`src/rtl/regfile_wb_arbiter_pkg.sv`:
```
`default_nettype none
// ============================================================================
//  Module      : regfile_wb_arbiter_pkg
//  Description : Shared defaults and types for the regfile writeback arbiter.
//  Revision    : 1.0 - initial release
// ============================================================================
package regfile_wb_arbiter_pkg;

    localparam int c_WB_DEPTH   = 4;
    localparam int c_STARVE_MAX = 8;
    localparam int c_AW         = 5;
    localparam int c_DW         = 32;

    // Value the write-data register holds out of reset.
    localparam logic [c_DW-1:0] c_ZERO = '0;

    // Writeback source chosen for the current cycle.
    typedef enum logic [1:0] {
        SEL_IDLE = 2'd0,
        SEL_ALU  = 2'd1,
        SEL_FIFO = 2'd2
    } wb_sel_e;

endpackage : regfile_wb_arbiter_pkg
`default_nettype wire

```
`src/rtl/regfile_wb_arbiter_fifo.sv`:
```
`default_nettype none
// ============================================================================
//  Module      : regfile_wb_arbiter_fifo
//  Description : Multi-cycle result queue (addr+data per entry) with
//                per-entry address compare for hazard queries.
//  Revision    : 1.0 - initial release
// ============================================================================
module regfile_wb_arbiter_fifo
    import regfile_wb_arbiter_pkg::*;
#(
    parameter int DEPTH = c_WB_DEPTH,
    parameter int AW    = c_AW,
    parameter int DW    = c_DW
) (
    input  logic          clk,
    input  logic          rst,
    input  logic          i_push,
    input  logic [AW-1:0] i_push_addr,
    input  logic [DW-1:0] i_push_data,
    input  logic          i_pop,
    output logic [AW-1:0] o_head_addr,
    output logic [DW-1:0] o_head_data,
    output logic          o_full,
    output logic          o_empty,
    input  logic [AW-1:0] i_chk_addr1,
    input  logic [AW-1:0] i_chk_addr2,
    output logic          o_hit1,
    output logic          o_hit2
);

    localparam int c_PW = $clog2(DEPTH);

    logic [c_PW-1:0]  r_rd_ptr;
    logic [c_PW-1:0]  r_wr_ptr;
    logic [c_PW:0]    r_count;
    logic [AW-1:0]    r_addr_mem [DEPTH];
    logic [DW-1:0]    r_data_mem [DEPTH];
    logic [DEPTH-1:0] w_match1;
    logic [DEPTH-1:0] w_match2;

    assign o_full      = (r_count == (c_PW+1)'(DEPTH));
    assign o_empty     = (r_count == '0);
    assign o_head_addr = r_addr_mem[r_rd_ptr];
    assign o_head_data = r_data_mem[r_rd_ptr];
    assign o_hit1      = |w_match1;
    assign o_hit2      = |w_match2;

    // Pointer and occupancy bookkeeping; pointers wrap naturally (DEPTH is 2^n).
    always_ff @(posedge clk or negedge rst) begin
        if (!rst) begin
            r_rd_ptr <= '0;
            r_wr_ptr <= '0;
            r_count  <= '0;
        end else begin
            if (i_push) r_wr_ptr <= r_wr_ptr + c_PW'(1);
            if (i_pop)  r_rd_ptr <= r_rd_ptr + c_PW'(1);
            case ({i_push, i_pop})
                2'b10:   r_count <= r_count + (c_PW+1)'(1);
                2'b01:   r_count <= r_count - (c_PW+1)'(1);
                default: r_count <= r_count;
            endcase
        end
    end

    // Entry storage; contents are qualified by occupancy, so no reset needed.
    always_ff @(posedge clk) begin
        if (i_push) begin
            r_addr_mem[r_wr_ptr] <= i_push_addr;
            r_data_mem[r_wr_ptr] <= i_push_data;
        end
    end

    // An entry is live when its distance from the read pointer is below count.
    for (genvar i = 0; i < DEPTH; i++) begin : g_entry
        localparam logic [c_PW-1:0] c_IDX = c_PW'(i);
        logic [c_PW-1:0] w_offset;
        logic            w_valid;
        assign w_offset    = c_IDX - r_rd_ptr;
        assign w_valid     = ({1'b0, w_offset} < r_count);
        assign w_match1[i] = w_valid && (r_addr_mem[i] == i_chk_addr1);
        assign w_match2[i] = w_valid && (r_addr_mem[i] == i_chk_addr2);
    end

endmodule : regfile_wb_arbiter_fifo
`default_nettype wire

```
`src/rtl/regfile_wb_arbiter.sv`:
```
`default_nettype none
// ============================================================================
//  Module      : regfile_wb_arbiter
//  Description : Merges the ALU writeback slot with queued multi-cycle results
//                into one registered regfile write per cycle; exposes pending
//                flags for hazard detection and a starvation stall request.
//  Revision    : 1.0 - initial release
// ============================================================================
module regfile_wb_arbiter
    import regfile_wb_arbiter_pkg::*;
#(
    parameter int DEPTH      = c_WB_DEPTH,
    parameter int STARVE_MAX = c_STARVE_MAX,
    parameter int AW         = c_AW,
    parameter int DW         = c_DW
) (
    input  logic          clk,
    input  logic          rst,
    input  logic          alu_valid,
    input  logic [AW-1:0] alu_waddr,
    input  logic [DW-1:0] alu_wdata,
    input  logic          mc_valid,
    output logic          mc_ready,
    input  logic [AW-1:0] mc_waddr,
    input  logic [DW-1:0] mc_wdata,
    input  logic [AW-1:0] chk_addr1,
    input  logic [AW-1:0] chk_addr2,
    output logic          chk_busy1,
    output logic          chk_busy2,
    output logic          stall_req,
    output logic          wif,
    output logic [AW-1:0] waddr,
    output logic [DW-1:0] wresult
);

    localparam int            c_SW    = $clog2(STARVE_MAX) + 1;
    localparam logic [c_SW-1:0] c_SLIM = c_SW'(STARVE_MAX - 1);

    wb_sel_e         w_sel;
    logic            w_push;
    logic            w_pop;
    logic            w_full;
    logic            w_empty;
    logic            w_hit1;
    logic            w_hit2;
    logic [AW-1:0]   w_head_addr;
    logic [DW-1:0]   w_head_data;
    logic [c_SW-1:0] r_starve_cnt;
    logic            r_stall_req;

    // mc_ready is forced low while reset is held, not just on a full queue.
    assign mc_ready  = rst && !w_full;
    assign w_push    = mc_valid && mc_ready;
    assign w_pop     = (w_sel == SEL_FIFO);
    assign chk_busy1 = (chk_addr1 != '0) && w_hit1;
    assign chk_busy2 = (chk_addr2 != '0) && w_hit2;
    assign stall_req = r_stall_req;

    regfile_wb_arbiter_fifo #(
        .DEPTH (DEPTH),
        .AW    (AW),
        .DW    (DW)
    ) u_fifo (
        .clk         (clk),
        .rst         (rst),
        .i_push      (w_push),
        .i_push_addr (mc_waddr),
        .i_push_data (mc_wdata),
        .i_pop       (w_pop),
        .o_head_addr (w_head_addr),
        .o_head_data (w_head_data),
        .o_full      (w_full),
        .o_empty     (w_empty),
        .i_chk_addr1 (chk_addr1),
        .i_chk_addr2 (chk_addr2),
        .o_hit1      (w_hit1),
        .o_hit2      (w_hit2)
    );

    // Fixed priority source select: ALU, then queue head, else idle.
    always_comb begin
        w_sel = SEL_IDLE;
        if (alu_valid)     w_sel = SEL_ALU;
        else if (!w_empty) w_sel = SEL_FIFO;
    end

    // Registered regfile write port; register 0 is consumed without a write.
    always_ff @(posedge clk or negedge rst) begin
        if (!rst) begin
            wif     <= 1'b0;
            waddr   <= '0;
            wresult <= DW'(c_ZERO);
        end else begin
            case (w_sel)
                SEL_ALU: begin
                    wif     <= (alu_waddr != '0);
                    waddr   <= alu_waddr;
                    wresult <= alu_wdata;
                end
                SEL_FIFO: begin
                    wif     <= (w_head_addr != '0);
                    waddr   <= w_head_addr;
                    wresult <= w_head_data;
                end
                default: wif <= 1'b0;
            endcase
        end
    end

    // Count cycles the queue head is blocked by ALU writes; request a stall
    // once it has waited STARVE_MAX cycles, and hold it until the head pops.
    always_ff @(posedge clk or negedge rst) begin
        if (!rst) begin
            r_starve_cnt <= '0;
            r_stall_req  <= 1'b0;
        end else if (w_pop || w_empty) begin
            r_starve_cnt <= '0;
            r_stall_req  <= 1'b0;
        end else if (alu_valid) begin
            if (r_starve_cnt == c_SLIM) r_stall_req  <= 1'b1;
            else                        r_starve_cnt <= r_starve_cnt + c_SW'(1);
        end
    end

endmodule : regfile_wb_arbiter
`default_nettype wire
```
`config.mk`:
```
export PLATFORM = sky130hd
export DESIGN_NAME = regfile_wb_arbiter
export DESIGN_NICKNAME = d
export VERILOG_FILES = /design/src/rtl/regfile_wb_arbiter_pkg.sv /design/src/rtl/regfile_wb_arbiter_fifo.sv /design/src/rtl/regfile_wb_arbiter.sv
export SDC_FILE = /design/constraint.sdc
export NUM_CORES = 1
export LEC_CHECK = 0
export BUFFER_PORTS_ARGS = -buffer_cell sky130_fd_sc_hd__buf_2
export CAP_MARGIN = 10
export CORE_ASPECT_RATIO = 0.75
export CORE_UTILIZATION = 30
export CTS_BUF_LIST = sky130_fd_sc_hd__clkbuf_8
export DETAILED_ROUTE_END_ITERATION = 12
export PLACE_DENSITY = 0.6
export SETUP_SLACK_MARGIN = 0.02
export SYNTH_ARGS = -nofsm -noshare
export SYNTH_HDL_FRONTEND = slang
export SYNTH_SLANG_ARGS = --single-unit
```
`constraint.sdc`:
```
create_clock -name clk -period 2.3 [get_ports clk]
set_input_delay 0 -clock clk [delete_from_list [all_inputs] [get_ports clk]]
set_output_delay 0 -clock clk [all_outputs]
set_load 0.02 [all_outputs]
```
==> results of run 1 <==
==> worst max path at each step <==
| stage | from | to |
|---|---|---|
| global route | u_fifo.r_rd_ptr[1]$_DFFE_PN0N_ | chk_busy2 |
| floorplan | u_fifo.r_rd_ptr[1]$_DFFE_PN0N_ | chk_busy1 |
| detailed placement | u_fifo.r_count[0]$_DFFE_PN0P_ | u_fifo.r_count[2]$_DFFE_PN0P_ |
| finish | u_fifo.r_rd_ptr[1]$_DFFE_PN0N_ | chk_busy1 |
| global placement | u_fifo.r_count[0]$_DFFE_PN0P_ | u_fifo.r_count[2]$_DFFE_PN0P_ |
| CTS | u_fifo.r_rd_ptr[1]$_DFFE_PN0N_ | chk_busy1 |
==> through the flow <==
step | setup slack [ps] | area [um^2]
2_1_floorplan | 77.5 | 8360
3_3_place_gp | 285 | 9490
3_5_place_dp | 272 | 9490
4_1_cts | 8.06 | 10800
5_1_grt | -124 | 10800
6_report | 56.6 | 10800
==> synth_stat cells (all sizes together) (5+ instances only) <==
library cell | instances | share of area
edfxtp | 148 | 0.53
dfrtp | 50 | 0.15
nand2 | 43 | 0.019
o21ai | 43 | 0.026
mux2i | 37 | 0.044
mux4 | 37 | 0.10
xnor2 | 28 | 0.029
xor2 | 20 | 0.021
clkbuf | 18 | 0.0081
buf | 14 | 0.0094
inv | 11 | 0.0049
ha | 10 | 0.015
nand3 | 10 | 0.0060
nor2 | 10 | 0.0045
nor4 | 10 | 0.0075
a21oi | 5 | 0.0030
==> critical path: cells and delay by family (launching register included) <==
kind | cells | cell delay [ps]
DFF | 1 | 450
AOI/OAI and AO/OA | 2 | 200
buffers and inverters | 2 | 200
and+or+nand+nor | 3 | 480
adders and majority gates | 1 | 270
xor gates and xnor gates | 1 | 170
==> what timing repair did <==
item	4_1_cts	5_1_grt
endpoints found under the setup margin	2	2
resized for setup	23	0
hold endpoints to repair	240	0
buffers inserted	3	0
hold buffers	78	0
gates cloned	0	0
pin swaps	11	1
==> cell families (layout without fill, tap and decap cells) <==
group,after synthesis,after routing
flip-flops,198,198
AND/OR/NAND/NOR,88,88
multiplexers,74,74
AO/OA/AOI/OAI,54,54
XOR/XNOR,48,48
buffers and inverters,43,271
adder cells (fa/ha/maj),11,11
==> power groups by stage <==
stage / clock [mW] / sequential (mW) / combinational [mW]
after global routing: 2.26 / 4.82 / 4.22
after detailed placement: 0 / 4.86 / 3.57
after floorplan: 0 / 5.02 / 2.28
final: 2.04 / 4.76 / 3.85
after CTS: 2.13 / 4.76 / 3.92
after global placement: 0 / 4.85 / 3.53
==> area by class of cell <==
class	instances	area [um^2]
Clock buffer	17	234
Sequential cell	198	5700
Inverter	11	41.3
Tap cell	351	439
Multi-Input combinational cell	275	2600
Clock inverter	15	128
Timing Repair Buffer	228	1630
Fill cell	2532	16400
==> registers in the layout (all words and copies together), names as in the netlist <==
register,flops
u_fifo.r_wr_ptr,2
wif,1
wresult,32
stall_req,1
u_fifo.r_addr_mem,20
waddr,5
u_fifo.r_rd_ptr,2
r_starve_cnt,4
u_fifo.r_count,3
u_fifo.r_data_mem,128
==> per-layer routing <==
metal	global-route usage	wire, um	up-vias
met5	0	0	-
li1	-	-	2365
met2	0.224	8990	122
met3	0.0326	820	15
met1	0.189	9100	2494
met4	0.0337	165	0
==> impl_metrics.toml, run 1 <==
[status]
status = "completed"

[power]
p_int_mw = 7.04
power_mw = 10.7
power_leakage_nw = 3.97
power_frac_clock = 0.191
p_switching_mw = 3.62
seq_power_share = 0.447
vdd_ir_drop_max_uv = 472
swShare = 0.340
power_frac_comb = 0.362
power_density_mw_per_mm2 = 990

[worst_setup_path]
cp_cell_sequence = "xnor2_2 > inv_1 > ha_1 > nand2b_1 > o22ai_2 > nor4_2 > nor4_2 > a21oi_2 > buf_4"
path_max_fanout = 3
crit_top_cell = "nor4_2"
worstSetupPathType = "reg2out"
worstRegToRegCells = 10
cp-end-kind = "primary output"
cp-start-kind = "flop"
crit_slowest_cell = "dfrtp_2"
r2r_slack_ps = 220
r2r_end = "u_fifo.r_count[2]$_DFFE_PN0P_"
slowest_delay_ps = 450
crit_arrival_ps = 2240
r2r-start = "u_fifo.r_count[0]$_DFFE_PN0P_"
cp_data_required_time_ps = 2300

[routing]
viasPerCell = 4.56
wirelength_mm = 19.1
wl_per_cell_um = 17.4
drtPass1Iterations = 4
drc = 0
dr_total_vias = 4996
ant_nets = 0
initialDrtViolationCount = 177

[synth]
synthCells = 516
synthMuxAreaShare = 0.144
netlist_area_mm2 = 0.00834
synth_fp_nets = 615
synth_top_family_by_area = "multiplexers"
synth_compound_area_frac = 0.0343
synth-xor-area-share = 0.0504
synth_seq_cells = 198
syn_avg_cell_area_um2 = 16.2
synth-edff-count = 148
seq_area_frac_synth = 0.683
yosys.area_share.simple = 0.0483
ys_warn_count = 0
yosys_most_used_dff = "edfxtp_1"
async_flop_share = 0.253
yosys.area_share.adder = 0.0174
ys_types = 31

[global_route]
gr-total-overflow = 0
antenna_found_initial = 0
grt_pass1_vias = 5192
grt_max_degree = 77
grt_use_total = 0.139
grt_pass1_wl_mm = 29.6

[sta]
clock_skew_ps = 16.7
rsz0062_at_grt = "yes"
timing.fmax_ghz = 0.446
hold_violations = 0
setup_viol = 0
setup_tns_ps = 0
slew_headroom = 0.497
finalCritPeriodShare = 0.975
whs_ps = 270
drv_slew = 0
finalCriticalPeriod_ps = 2240
tightest_slew_ps = 755

[clocking]
cts.sinks = 198
path_clk_slew_ps = 100
cts_buffer_depth = 2
cts_made_buffers = 17
tritoncts = "yes"
clk_latency_ps = 470
cts_root_buffer = "clkbuf_8"
htreeDepth = 4

[floorplanning]
row_count = 52
coreArea_mm2 = 0.0271
die_width_um = 195
die-area_mm2 = 0.0285
pin_count = 130
die_y_um = 146
initial_utilization = 0.307

[cells_and_area]
num-nets-final = 830
diodes = 0
post-route-util = 0.397
finalNonFillerCells = 1095
final_common_cell = "edfxtp_1"
mostFrequentLayoutCells = "edfxtp_1, buf_2, dlygate4sd3_1"
drive_above_1_share = 0.328
area_delta_synth_final_pct = 29.1

[place]
dp_cells = 983
dp_hpwl_mm = 12.4
gp_congestion = 0.830
io_buffer_count = 129

[worst_hold_path]
hold_start = "alu_wdata[10]"
min_delay_worst_endpoint = "wresult[10]$_DFFE_PN0P_"
hold_path_class = "in2reg"
min_path_cells = 4

[job]
drv_cap = 0
No activity file was read; power rests on OpenSTA's default activity.
==> inputs of run 2 (changes only) <==
- CORE_ASPECT_RATIO: 0.75 -> 0.5
==> impl_metrics.toml, run 2 (synthesis results as in run 1) <==
[place]
gp_congestion = 0.854
dp_cells = 998
place_area_mm2 = 0.00949
dpl_worst_slack_ps = 212
dp_hpwl_mm = 11.5
io_buffer_count = 129

[power]
power_density_mw_per_mm2 = 1000
power_mw = 10.9
vdd_ir_drop_max_uv = 563
power_leakage_nw = 3.98

[worst_setup_path]
r2r_end = "u_fifo.r_count[2]$_DFFE_PN0P_"
cp-start-kind = "flop"
cp-end-kind = "primary output"
path_delay_family = "compound AO/OA/AOI/OAI gates"
crit_arrival_ps = 2250
worstRegToRegCells = 11
worstSetupPathType = "reg2out"
r2r_slack_ps = 210
cp_cell_sequence = "inv_1 > ha_4 > a21boi_1 > o21ba_2 > nor4_4 > nor4_2 > a21oi_2 > buf_6"
path_max_fanout = 4
r2r-start = "u_fifo.r_count[1]$_DFFE_PN0P_"
worst-path-buf-inv = 2
cp_data_required_time_ps = 2300
crit_slowest_cell = "dfrtp_2"
slowest_delay_ps = 450
crit_cells = 8
crit_start = "u_fifo.r_rd_ptr[1]$_DFFE_PN0N_"
crit_end = "chk_busy2"

[status]
status = "completed"

[clocking]
tritoncts = "yes"
cts.sinks = 198
path_clk_slew_ps = 100
cts_root_buffer = "clkbuf_8"
htreeDepth = 4
cts_made_buffers = 17
clk_latency_ps = 460
cts_buffer_depth = 2

[cells_and_area]
post-route-util = 0.403
finalInstanceArea_mm2 = 0.0108
n_fill_cell = 2481
largest_register_ffs = 128
diodes = 0
final_common_cell = "edfxtp_1"
top_register = "u_fifo.r_data_mem"
finalNonFillerCells = 1111
mostFrequentLayoutCells = "edfxtp_1, buf_2, dlygate4sd3_1"
area_delta_synth_final_pct = 29.8
num-nets-final = 823
drive_above_1_share = 0.328
largest_registers = "u_fifo.r_data_mem: 128 flops, wresult: 32 flops, u_fifo.r_addr_mem: 20 flops"

[sta]
slew_headroom = 0.539
timing.fmax_ghz = 0.444
finalCriticalPeriod_ps = 2250
hold_violations = 0
layout_setup_ws_ps = 49.2
clock_skew_ps = 17.6
finalCritPeriodShare = 0.979
rsz0062_at_grt = "yes"
tightest_slew_ps = 691
setup_viol = 0
drv_slew = 0

[floorplanning]
die_y_um = 120
coreArea_mm2 = 0.0269
pin_count = 130
row_count = 42
die_width_um = 238
initial_utilization = 0.311
die-area_mm2 = 0.0285

[global_route]
grt_pass1_vias = 5312
grt_pass1_wl_mm = 28.6
gr-total-overflow = 0
grt_max_degree = 77
antenna_found_initial = 0
grt_use_total = 0.132

[routing]
wirelength_mm = 18.4
m1WireLength_mm = 7.68
route.met3.wl_um = 442
maxUsedRoutingLayer = "met4"
wl_met2_mm = 9.92
drtPass1Iterations = 4
dr_total_vias = 4982
viasPerCell = 4.48
ant_nets = 0
initialDrtViolationCount = 288
wl_per_cell_um = 16.5
drc = 0

[job]
drv_cap = 0

[worst_hold_path]
hold_path_class = "in2reg"
[run 2: changes by cell type in the layout (fill, tap and decap cells not counted), sizes merged]
cell and change:
buf -5, inv +4, clkinv -3, clkinvlp -2
dlygate4sd3 -2, bufinv +1
[run 2: layout make-up]
class / count / area (um^2) / share of cell area
Inverter: 11 / 41.3 / 0.00381
Sequential cell: 198 / 5700 / 0.526
Multi-Input combinational cell: 275 / 2600 / 0.240
Tap cell: 374 / 468 / 0.0432
Clock inverter: 15 / 181 / 0.0168
Timing Repair Buffer: 221 / 1610 / 0.149
Clock buffer: 17 / 234 / 0.0216
[run 2: worst reg2reg max path, cell delays in order (launching register included)]
cell and delay [ps]:
dfrtp_1 420, inv_2 120, buf_4 150, a31oi_2 110, and2_4 200, inv_1 50
ha_1 170, inv_1 60, fa_1 370, xor2_1 150, nor2_1 100, xor2_1 140
[run 2: how the worst min path moves through the flow]
stage | start | to | slack (ps) | depth (start not counted)
after floorplan | rst | r_starve_cnt[0]$_DFFE_PN0P_ | -300 | 0
after global placement | rst | r_starve_cnt[0]$_DFFE_PN0P_ | 210 | 2
after detailed placement | alu_wdata[10] | wresult[10]$_DFFE_PN0P_ | 210 | 3
after CTS | alu_valid | wif$_DFF_PN0_ | 7 | 5
after global routing | alu_valid | u_fifo.r_rd_ptr[0]$_DFFE_PN0N_ | 30 | 4
final | alu_valid | wif$_DFF_PN0_ | 30 | 5
[run 2: per-layer routing]
layer  global-route usage  vias up
met2                0.241       54
li1                     -     2354
met4               0.0456        0
met3               0.0225       20
met1                0.157     2554
met5                    0        -
[run 2: timing repair]
item | in CTS | in global routing
setup buffers | 4 | 1
gates resized for setup | 7 | 15
hold endpoints to repair | 238 | 0
endpoints found under the setup margin | 2 | 2
pin swaps | 3 | 5
hold buffers | 76 | 0
[run 2: report_power, final]
group	internal, mW	leakage, nW	switching (mW)
Sequential	4.45	1.95	0.311
Clock	0.926	0.206	1.32
Combinational	1.81	1.83	2.05
[run 2: stage by stage]
stage	TNS [ps]	hold slack [ps]
6_report	0	28.7
5_1_grt	-125	33.4
4_1_cts	0	7.37
3_5_place_dp	0	213
3_3_place_gp	0	205
2_1_floorplan	0	-296
==> inputs of run 3 (changes only) <==
- PLACE_DENSITY: 0.6 -> 0.59
- clock period: 2.3 -> 2.62 ns (I/O delays scaled with it)
==> impl_metrics.toml, run 3 (synthesis results as in run 1) <==
[worst_setup_path]
crit_slowest_cell = "dfrtp_2"
r2r_end = "u_fifo.r_count[2]$_DFFE_PN0P_"
crit_arrival_ps = 2360
r2r_slack_ps = 540
worst-path-buf-inv = 2
r2r-start = "u_fifo.r_count[2]$_DFFE_PN0P_"
cp-end-kind = "primary output"
cp-start-kind = "flop"
path_delay_family = "flip-flops"
cp_cell_sequence = "inv_1 > ha_1 > a21boi_0 > o21ba_2 > nor4_1 > nor4_1 > a21oi_1 > buf_2"
worstRegToRegCells = 9
cp_data_required_time_ps = 2620
worstSetupPathType = "reg2out"
crit_top_cell = "nor4_1"
slowest_delay_ps = 480
path_max_fanout = 8

[global_route]
grt_pass1_wl_mm = 28.8
grt_pass1_vias = 5367
grt_use_total = 0.134
grt_max_degree = 77
antenna_found_initial = 0
gr-total-overflow = 0

[cells_and_area]
largest_registers = "u_fifo.r_data_mem: 128 flops, wresult: 32 flops, u_fifo.r_addr_mem: 20 flops"
mostFrequentLayoutCells = "edfxtp_1, buf_2, dlygate4sd3_1"
top_register = "u_fifo.r_data_mem"
drive_above_1_share = 0.299
post-route-util = 0.394
final_common_cell = "edfxtp_1"
finalInstanceArea_mm2 = 0.0106
largest_register_ffs = 128
num-nets-final = 822
area_delta_synth_final_pct = 26.8
diodes = 0

[routing]
viasPerCell = 4.46
drtPass1Iterations = 4
wl_met2_mm = 9.97
ant_nets = 0
drc = 0
route.met3.wl_um = 417
wirelength_mm = 18.4
initialDrtViolationCount = 258
m1WireLength_mm = 7.78
wl_per_cell_um = 16.6
dr_total_vias = 4951
maxUsedRoutingLayer = "met4"

[sta]
slew_headroom = 0.525
clock_skew_ps = 10.4
finalCriticalPeriod_ps = 2360
setup_viol = 0
rsz0062_at_grt = "no"
setup_tns_ps = 0
hold_violations = 0
drv_slew = 0
tightest_slew_ps = 713
finalCritPeriodShare = 0.900
timing.fmax_ghz = 0.424

[clocking]
cts.sinks = 198
cts_buffer_depth = 2
cts_made_buffers = 17
htreeDepth = 4
cts_root_buffer = "clkbuf_8"
tritoncts = "yes"
path_clk_slew_ps = 100
clk_latency_ps = 450

[floorplanning]
pin_count = 130
die-area_mm2 = 0.0285
die_width_um = 238
coreArea_mm2 = 0.0269
initial_utilization = 0.311
row_count = 42
die_y_um = 120

[place]
dp_hpwl_mm = 11.5
gp_congestion = 0.850
io_buffer_count = 129
place_area_mm2 = 0.00945

[power]
power_leakage_nw = 3.91
power_mw = 9.05
vdd_ir_drop_max_uv = 377
power_density_mw_per_mm2 = 856

[job]
drv_cap = 0

[worst_hold_path]
hold_path_class = "in2async"

[status]
status = "completed"
## run 3: timing repair
action                     CTS  global route
buffers inserted             0             2
setup endpoints to repair    0             2
gates resized for setup      0             3
hold buffers                77             0
hold endpoints to repair   240             0
## run 3: per-layer routing
layer,up-vias,global-route usage
met5,-,0
met4,0,0.0383
met3,19,0.0283
met2,52,0.245
met1,2536,0.158
li1,2344,-
## run 3: worst max-delay path by stage
stage / from / slack [ps] / to / cells past startpoint
finish: u_fifo.r_rd_ptr[1]$_DFFE_PN0N_ / 260 / chk_busy1 / 8
global route: u_fifo.r_rd_ptr[1]$_DFFE_PN0N_ / 30 / chk_busy2 / 8
CTS: u_fifo.r_rd_ptr[0]$_DFFE_PN0N_ / 50 / chk_busy1 / 9
detailed placement: u_fifo.r_count[1]$_DFFE_PN0P_ / 490 / u_fifo.r_count[2]$_DFFE_PN0P_ / 10
global placement: u_fifo.r_count[1]$_DFFE_PN0P_ / 560 / u_fifo.r_count[2]$_DFFE_PN0P_ / 10
floorplan: u_fifo.r_count[2]$_DFFE_PN0P_ / 90 / u_fifo.r_addr_mem[0][0]$_DFFE_PP_ / 3
## run 3: through the flow
stage / instances / hold WS (ps) / worst slack [ps]
6_report: 1110 / 245 / 262
5_1_grt: 1110 / 270 / 32.0
4_1_cts: 1108 / 252 / 46.8
3_5_place_dp: 999 / 213 / 494
3_3_place_gp: 999 / 208 / 565
2_1_floorplan: 516 / -296 / 87.1
## run 3: cell type report
cell class | count | area, um^2
sequential | 198 | 5700
fill | 2484 | 16300
clock buffer | 18 | 248
clock inverter | 14 | 87.6
timing repair buffer | 220 | 1560
tap | 374 | 468
multi-input combinational | 275 | 2470
inverter | 11 | 41.3
## run 3: report_power, final
| group | switching, mW | internal (mW) |
|---|---|---|
| clock | 1.04 | 0.671 |
| sequential | 0.280 | 3.91 |
| combinational | 1.69 | 1.47 |
## run 3: tightest hold or removal path, stage by stage
cell	delay, ps
dlygate4sd3_1	520
buf_2	120
buf_4	570
